## config.mk

```make
export PLATFORM = sky130hd
export DESIGN_NAME = reg_file_sb
export DESIGN_NICKNAME = d
export VERILOG_FILES = /design/src/rtl/reg_file_sb.sv
export SDC_FILE = /design/constraint.sdc
export NUM_CORES = 1
export LEC_CHECK = 0
export ABC_CLOCK_PERIOD_IN_PS = 9700
export CORE_UTILIZATION = 30
export CTS_BUF_LIST = sky130_fd_sc_hd__clkbuf_4 sky130_fd_sc_hd__clkbuf_8
export CTS_CLUSTER_DIAMETER = 200
export DETAILED_ROUTE_END_ITERATION = 10
export DONT_BUFFER_PORTS = 1
export PLACE_DENSITY = 0.46
export SLEW_MARGIN = 20
export SYNTH_ARGS = -nofsm -noshare
export SYNTH_HDL_FRONTEND = slang
export SYNTH_SLANG_ARGS = --single-unit
```

## constraint.sdc

```tcl
create_clock -name clk -period 9.7 [get_ports clk]
set_input_delay 2.91 -clock clk [delete_from_list [all_inputs] [get_ports clk]]
set_output_delay 2.91 -clock clk [all_outputs]
set_load 0.02 [all_outputs]
```

## src/rtl/reg_file_sb.sv

```systemverilog
// Multi-port register file with a per-register pending scoreboard and two prioritised write ports.
// Optional macro REG_FILE_ZERO_REG_EN hardwires register 0 to zero and keeps it never pending.
module reg_file_sb #(
    parameter int DATA_WIDTH = 32,
    parameter int ADDR_WIDTH = 4,
    parameter int N_READ     = 2
) (
    input  logic                         clk,
    input  logic                         rstn,
    input  logic [N_READ*ADDR_WIDTH-1:0] read_addr,
    output logic [N_READ*DATA_WIDTH-1:0] read_data,
    output logic [N_READ-1:0]            read_valid,
    input  logic                         wr0_en,
    input  logic [ADDR_WIDTH-1:0]        wr0_addr,
    input  logic [DATA_WIDTH-1:0]        wr0_data,
    input  logic                         wr1_en,
    input  logic [ADDR_WIDTH-1:0]        wr1_addr,
    input  logic [DATA_WIDTH-1:0]        wr1_data,
    input  logic                         pend_set,
    input  logic [ADDR_WIDTH-1:0]        pend_addr,
    output logic [2**ADDR_WIDTH-1:0]     pending,
    output logic                         wr_collision
);

    localparam int NREG = 2**ADDR_WIDTH;

`ifdef REG_FILE_ZERO_REG_EN
    localparam bit ZERO_REG = 1'b1;
`else
    localparam bit ZERO_REG = 1'b0;
`endif

    logic [NREG-1:0][DATA_WIDTH-1:0] data_all;
    logic                            collision_reg;

    genvar gi;

    generate
        for (gi = 0; gi < NREG; gi++) begin : g_reg
            if (ZERO_REG && gi == 0) begin : g_zero
                assign data_all[gi] = '0;
                assign pending[gi]  = 1'b0;
            end else begin : g_live
                logic [DATA_WIDTH-1:0] data_reg;
                logic                  pend_reg;
                logic                  hit0;
                logic                  hit1;
                logic                  set_hit;

                assign hit0    = wr0_en   && (wr0_addr  == ADDR_WIDTH'(gi));
                assign hit1    = wr1_en   && (wr1_addr  == ADDR_WIDTH'(gi));
                assign set_hit = pend_set && (pend_addr == ADDR_WIDTH'(gi));

                // A new issue in the same cycle as a retiring write keeps the register pending.
                always_ff @(posedge clk or negedge rstn) begin
                    if (!rstn) begin
                        data_reg <= '0;
                        pend_reg <= 1'b0;
                    end else begin
                        if (hit0)
                            data_reg <= wr0_data;
                        else if (hit1)
                            data_reg <= wr1_data;

                        if (set_hit)
                            pend_reg <= 1'b1;
                        else if (hit0 || hit1)
                            pend_reg <= 1'b0;
                    end
                end

                assign data_all[gi] = data_reg;
                assign pending[gi]  = pend_reg;
            end
        end
    endgenerate

    generate
        for (gi = 0; gi < N_READ; gi++) begin : g_read
            logic [ADDR_WIDTH-1:0] addr;

            assign addr                                 = read_addr[gi*ADDR_WIDTH +: ADDR_WIDTH];
            assign read_data[gi*DATA_WIDTH +: DATA_WIDTH] = data_all[addr];
            assign read_valid[gi]                       = ~pending[addr];
        end
    endgenerate

    // Collision is flagged even on a hardwired register 0.
    always_ff @(posedge clk or negedge rstn) begin
        if (!rstn)
            collision_reg <= 1'b0;
        else
            collision_reg <= wr0_en && wr1_en && (wr0_addr == wr1_addr);
    end

    assign wr_collision = collision_reg;

endmodule

```

==> run summary, run 1 <==
Cell Count, Final, Fillers Out = 4901
initial core utilization = 0.304
crit start category = input port
core area = 115000 sq um
Crit. End Element = primary output
postcts setup bufs = 0
Nets = 3398
design internal power = 5090 uW
ANT nets after route = 0
first-pass GRT wire length = 257000 microns
Seq cells post-synth = 529
Clock Skew = 0 ns
clock sinks = 529
Sw Share = 0.342
Logic pwr share = 0.263
cell row count = 124
GRT overflow = 0
Worst slew margin = -0.556
Syn. warnings = 0
Synth-to-Final Area Change = 5.77%
hold buffer count at CTS = 0
Final Hold Viols = 0
# IOs = 172
layout cells sized above 1 = 0.164
failing checks = DRC, slew limit
Die Wd = 343 microns
Avg Cell Area, Syn = 9.20 sq um
Required @ worst endpoint = 6.79 ns
Setup violations, final = 0
pre-CTS setup slack = 2.07 ns
total CTS buffers = 101
initial antenna violation count = 5
Bufs on Longest Clock Path = 3
die footprint = 117000 sq um
LEAKAGE = 0.0121 uW
final WL = 179000 microns
clk slew on worst S/H paths = 0.06 ns
setup slack after layout = 1.98 ns
max FFs per register = 512
dpl hpwl = 90800 microns
GP Congestion = 0.850
period utilisation layout = 0.796
outcome = finished with violations
setup TNS = 0 ns
routed length per instance = 36.5 microns
gr usage total = 0.299
unrepaired setup endpoints after global routing = false
critical path fanouts, max = 23
PwrDens = 210 nW/um^2
DRC viols = 32
die span in y = 343 microns
Pwr Total = 7730 uW
CTS H-Tree Depth = 3
port bufs = 0
syn nets = 3873
drt initial violations = 4634
largest net degree at the start of global routing = 530
Slew Viols, Final = 460
DR vias = 34.4k
DRT Pass-1 Iters = 9
CTS resizes = 0
Cell variety after synth = 35
post-synthesis sequential area ratio = 0.380
Mapped Cells = 3784
Worst EP arrival = 4.81 ns
CP Class = input port to primary output
max_cap viols = 0
post-route minimum period = 7.72 ns
reported net switching power = 2640 uW
netlist area before placement = 34800 sq um
Max IR drop VDD = 0.0952 mV
Highest Clock Rate = 130 MHz
Hold WC Path Type = flip-flop to flip-flop
Worst-Margin Slew = 2.33 ns
Clock power frac = 0.323
CTS tree = done
DR vias/cell = 7.02
vias in the first global route = 33.2k
placed cell count = 4715
CTS root buffer = clkbuf_8
sequential power share = 0.414
Clock Latency Late Sink = 0.77 ns
-- per-stage QoR --
step / hold WS [ns] / instance area, sq um / util
after floorplan: 0.528 / 34800 / -
after global placement: 0.565 / 34500 / 0.301
after detailed placement: 0.569 / 34500 / 0.301
after CTS: 0.582 / 36700 / 0.320
after global routing: 0.602 / 36800 / 0.321
final: 0.576 / 36800 / 0.321
-- cell families after synthesis --
| logic type | Yosys count | share of synthesized area |
|---|---|---|
| XOR/XNOR | 1 | 0.000252 |
| multiplexers | 264 | 0.171 |
| buffers and inverters | 650 | 0.0820 |
| flip-flops | 529 | 0.380 |
| AND/OR/NAND/NOR | 1165 | 0.167 |
| AO/OA/AOI/OAI | 1175 | 0.200 |
-- power by group through the flow --
stage / clock network, uW / registers (uW) / logic (uW)
floorplan: 0 / 3040 / 1630
global placement: 0 / 3210 / 1990
detailed placement: 0 / 3210 / 1990
CTS: 2510 / 3180 / 2000
global route: 2600 / 3270 / 2150
finish: 2500 / 3200 / 2040
-- placed cells by master (no fill, tap or decap), types with 5 or more instances in the layout --
cell type    n
dfrtp_1    529
nor3_1     513
nand3_1    512
a31oi_1    512
o21ai_0    330
mux4_2     264
o21ai_1    182
clkbuf_8   134
a22oi_1    128
nand2_1     81
buf_4       62
clkbuf_4    37
or2_2       16
a32o_1      16
clkinv_2     9
nor2b_4      6
nor2_1       5
-- cell usage after synthesis, drive strengths merged --
master	instances	share of area
inv	4	0.00043
dfrtp	529	0.38
a31oi	512	0.092
xnor2	1	0.00025
mux4	264	0.17
o22ai	1	0.00018
and3b	2	0.00050
nor3b	3	0.00079
nand3	514	0.074
and3	1	0.00018
nand2	83	0.0090
nor3	513	0.074
a32o	16	0.0046
and4b	1	0.00029
buf	248	0.039
a222oi	1	0.00029
nor2	8	0.00094
and2	4	0.00072
or3b	2	0.00050
clkbuf	398	0.043
a22oi	128	0.028
nand2b	4	0.00072
or2	18	0.0032
a22o	4	0.0010
o21ai	512	0.074
nand3b	4	0.00086
o211a	1	0.00029
nor2b	8	0.0014
-- per-layer routing --
metal	share of wire	vias up	GRT usage
li1	-	13591	-
met3	0.14	445	0.110
met1	0.39	17841	0.395
met2	0.43	2518	0.432
met4	0.045	6	0.135
met5	0.00022	-	0
-- cell type report --
cell class              count  area [sq um]
diodes                      2          5.00
clock buffers             171          2120
clock inverters            10          75.1
fillers                 11585         77800
inverters                   4          15.0
multi-input cells        2605         18900
flip-flops and latches    529         13200
well taps                1512          1890
repair buffers             68           584
-- path summary, 6_finish.rpt --
check	startpoint	end	slack (ns)	cells past startpoint
hold reg to reg	g_reg[14].g_live.data_reg[7]$_DFFE_PN0P_	g_reg[14].g_live.data_reg[7]$_DFFE_PN0P_	0.58	2
max in group asynchronous	rstn	g_reg[10].g_live.data_reg[7]$_DFFE_PN0P_	5.99	0
setup / recovery	read_addr[6]	read_data[51]	1.98	4
hold / removal	g_reg[14].g_live.data_reg[7]$_DFFE_PN0P_	g_reg[14].g_live.data_reg[7]$_DFFE_PN0P_	0.58	2
min in group asynchronous	rstn	g_reg[0].g_live.data_reg[19]$_DFFE_PN0P_	1.88	0
setup reg to reg	g_reg[10].g_live.pend_reg$_DFFE_PN0P_	g_reg[10].g_live.pend_reg$_DFFE_PN0P_	8.80	1
-- worst max-delay path, stage by stage --
cell and delay [ns]:
nor2_4 0.85, buf_4 0.42, a22oi_1 0.14, nand2_1 0.45
Power figures use the tool's default switching activity.
==> inputs of run 2 (changes only) <==
- ABC_CLOCK_PERIOD_IN_PS: 9700 -> 6500
- PLACE_DENSITY: 0.46 -> 0.47
- clock period: 9.7 -> 6.5 ns (I/O delays scaled with it)
==> run 2 against run 1 <==
  * The run still ends with DRC, slew limit left
  * Cell area increased by 0.34%
  * Via count about the same
  * Sequential share of layout area decreased by 0.12 points
  * Die area unchanged
  * Non-clock buffer count increased by 17
  * Final cell count increased by 0.12%
  * Sequential power increased by 50%
  * Critical path type unchanged
  * Critical endpoint is now read_data[60]
==> run summary, run 2 (synthesis gave the netlist of run 1 again) <==
Final Hold Viols = 0 (unchanged)
postcts setup bufs = 0 (unchanged)
Crit. End Element = primary output
failing checks = DRC, slew limit
worst-path cell chain = mux4_2 > a22oi_1 > nand2_1
total CTS buffers = 99 (-2.0%)
PwrDens = 312 nW/um^2 (+49%)
cell row count = 124 (unchanged)
core area = 115000 sq um (unchanged)
Clock power frac = 0.322 (about the same)
commonest non-fill, non-tap cell in the layout = dfrtp_1
hold buffer count at CTS = 0 (unchanged)
Max IR drop VDD = 0.128 mV (+34%)
Hold WC Path Type = flip-flop to flip-flop
CTS root buffer = clkbuf_8
Pwr Total = 11500 uW (+49%)
Worst slew margin = -1.09 (-0.533)
fill count = 11.6k (-0.14%)
Clock Latency Late Sink = 0.74 ns (-0.03 ns)
# IOs = 172 (unchanged)
critical path fanouts, max = 132 (+470%)
Worst-Margin Slew = 3.13 ns (+0.800 ns)
Clock Skew = 0 ns (unchanged)
outcome = finished with violations
Die Wd = 343 microns (unchanged)
gr usage total = 0.295 (-0.00318)
vias in the first global route = 33.0k (-0.64%)
unrepaired setup endpoints after global routing = false
die span in y = 343 microns (unchanged)
CP top delay family = multiplexers
Crit path buffers/inverters = 0 (-1)
dpl hpwl = 92000 microns (+1.2%)
Cell Count, Final, Fillers Out = 4907 (+0.12%)
period utilisation layout = 0.878
DR vias = 34.4k (+0.087%)
Worst EP arrival = 3.76 ns (-1.05 ns)
setup TNS = 0 ns (unchanged)
die footprint = 117000 sq um (unchanged)
Sw Share = 0.342 (+0.000616)
Bufs on Longest Clock Path = 3 (unchanged)
initial core utilization = 0.304 (unchanged)
DR vias/cell = 7.02 (about the same)
initial antenna violation count = 4 (-1)
port bufs = 0 (unchanged)
LEAKAGE = 0.0122 uW (+0.55%)
clk slew on worst S/H paths = 0.06 ns (about the same)
CTS H-Tree Depth = 3 (unchanged)
max FFs per register = 512 (unchanged)
design internal power = 7590 uW (+49%)
Nets = 3413 (+0.44%)
pre-CTS setup slack = 0.956 ns (-1.12 ns)
Synth-to-Final Area Change = 6.13%
sequential power share = 0.415 (about the same)
CP max stage delay = 0.74 ns (-0.11 ns)
max_cap viols = 0 (unchanged)
reported net switching power = 3950 uW (+50%)
GRT overflow = 0 (unchanged)
final WL = 178000 microns (-0.66%)
DRT Pass-1 Iters = 9 (unchanged)
largest net degree at the start of global routing = 530 (unchanged)
slowest CP cell = mux4_2
post-route minimum period = 5.71 ns
Highest Clock Rate = 175 MHz
DRC viols = 20 (-38%)
layout cells sized above 1 = 0.166 (+0.00172)
drt initial violations = 4888 (+5.5%)
routed length per instance = 36.3 microns (-0.78%)
placed cell count = 4735 (+0.42%)
Slew Viols, Final = 455 (-1.1%)
CTS tree = done
clock sinks = 529 (unchanged)
commonest cells after routing, fill and taps aside = 529 x dfrtp_1, 513 x nor3_1, 512 x nand3_1, 512 x a31oi_1, 330 x o21ai_0
first-pass GRT wire length = 256000 microns (-0.57%)
Logic pwr share = 0.264 (about the same)
CP Class = input port to primary output
setup slack after layout = 0.795 ns (-1.19 ns)
Required @ worst endpoint = 4.55 ns (-2.24 ns)
crit start category = input port
GP Congestion = 0.862 (+1.4%)
Setup violations, final = 0 (unchanged)
CTS resizes = 0 (unchanged)
ANT nets after route = 0 (unchanged)
[run 2: layout make-up]
cell class / instances / area (sq um) / share of cell area
inverter: 4 / 15.0 / 0.000407
multi-input combinational: 2605 / 18900 / 0.511
timing repair buffer: 85 / 751 / 0.0203
clock inverter: 14 / 148 / 0.00400
antenna: 1 / 2.50 / 0.0000678
tap: 1512 / 1890 / 0.0512
sequential: 529 / 13200 / 0.358
clock buffer: 157 / 2010 / 0.0544
[run 2: worst paths after layout]
path	cells past startpoint	to	slack (ns)	start
max in group asynchronous	0	g_reg[15].g_live.data_reg[0]$_DFFE_PN0P_	3.13	rstn
min in group asynchronous	0	g_reg[4].g_live.data_reg[0]$_DFFE_PN0P_	0.94	rstn
min	2	g_reg[9].g_live.data_reg[8]$_DFFE_PN0P_	0.58	g_reg[9].g_live.data_reg[8]$_DFFE_PN0P_
max reg2reg	1	g_reg[6].g_live.pend_reg$_DFFE_PN0P_	5.61	g_reg[6].g_live.pend_reg$_DFFE_PN0P_
min reg2reg	2	g_reg[9].g_live.data_reg[8]$_DFFE_PN0P_	0.58	g_reg[9].g_live.data_reg[8]$_DFFE_PN0P_
max	3	read_data[60]	0.79	read_addr[4]
[run 2: through the flow]
step	utilization	hold WS, ns	cell area, sq um
final	0.322	0.582	36900
after global routing	0.322	0.600	36900
after CTS	0.322	0.583	36900
after detailed placement	0.303	0.571	34800
after global placement	0.303	0.562	34800
after floorplan	-	0.528	34800
[run 2: worst min-delay path: stages (launching register included)]
cell     delay [ns]
dfrtp_1        0.38
o21ai_0        0.07
a31oi_1        0.08
[run 2: metal layers]
layer | GRT usage | wire length [microns] | vias up
met5 | 0 | 13 | -
met4 | 0.102 | 6210 | 2
met3 | 0.106 | 24600 | 384
met2 | 0.433 | 77300 | 2510
met1 | 0.400 | 69800 | 17913
li1 | - | - | 13622
[run 2: power groups by stage]
| stage | logic (uW) | registers, uW | clock network, uW |
|---|---|---|---|
| after CTS | 2990 | 4760 | 3730 |
| after floorplan | 2430 | 4530 | 0 |
| after global routing | 3220 | 4890 | 3860 |
| after detailed placement | 2980 | 4800 | 0 |
| final | 3040 | 4790 | 3710 |
| after global placement | 2970 | 4790 | 0 |
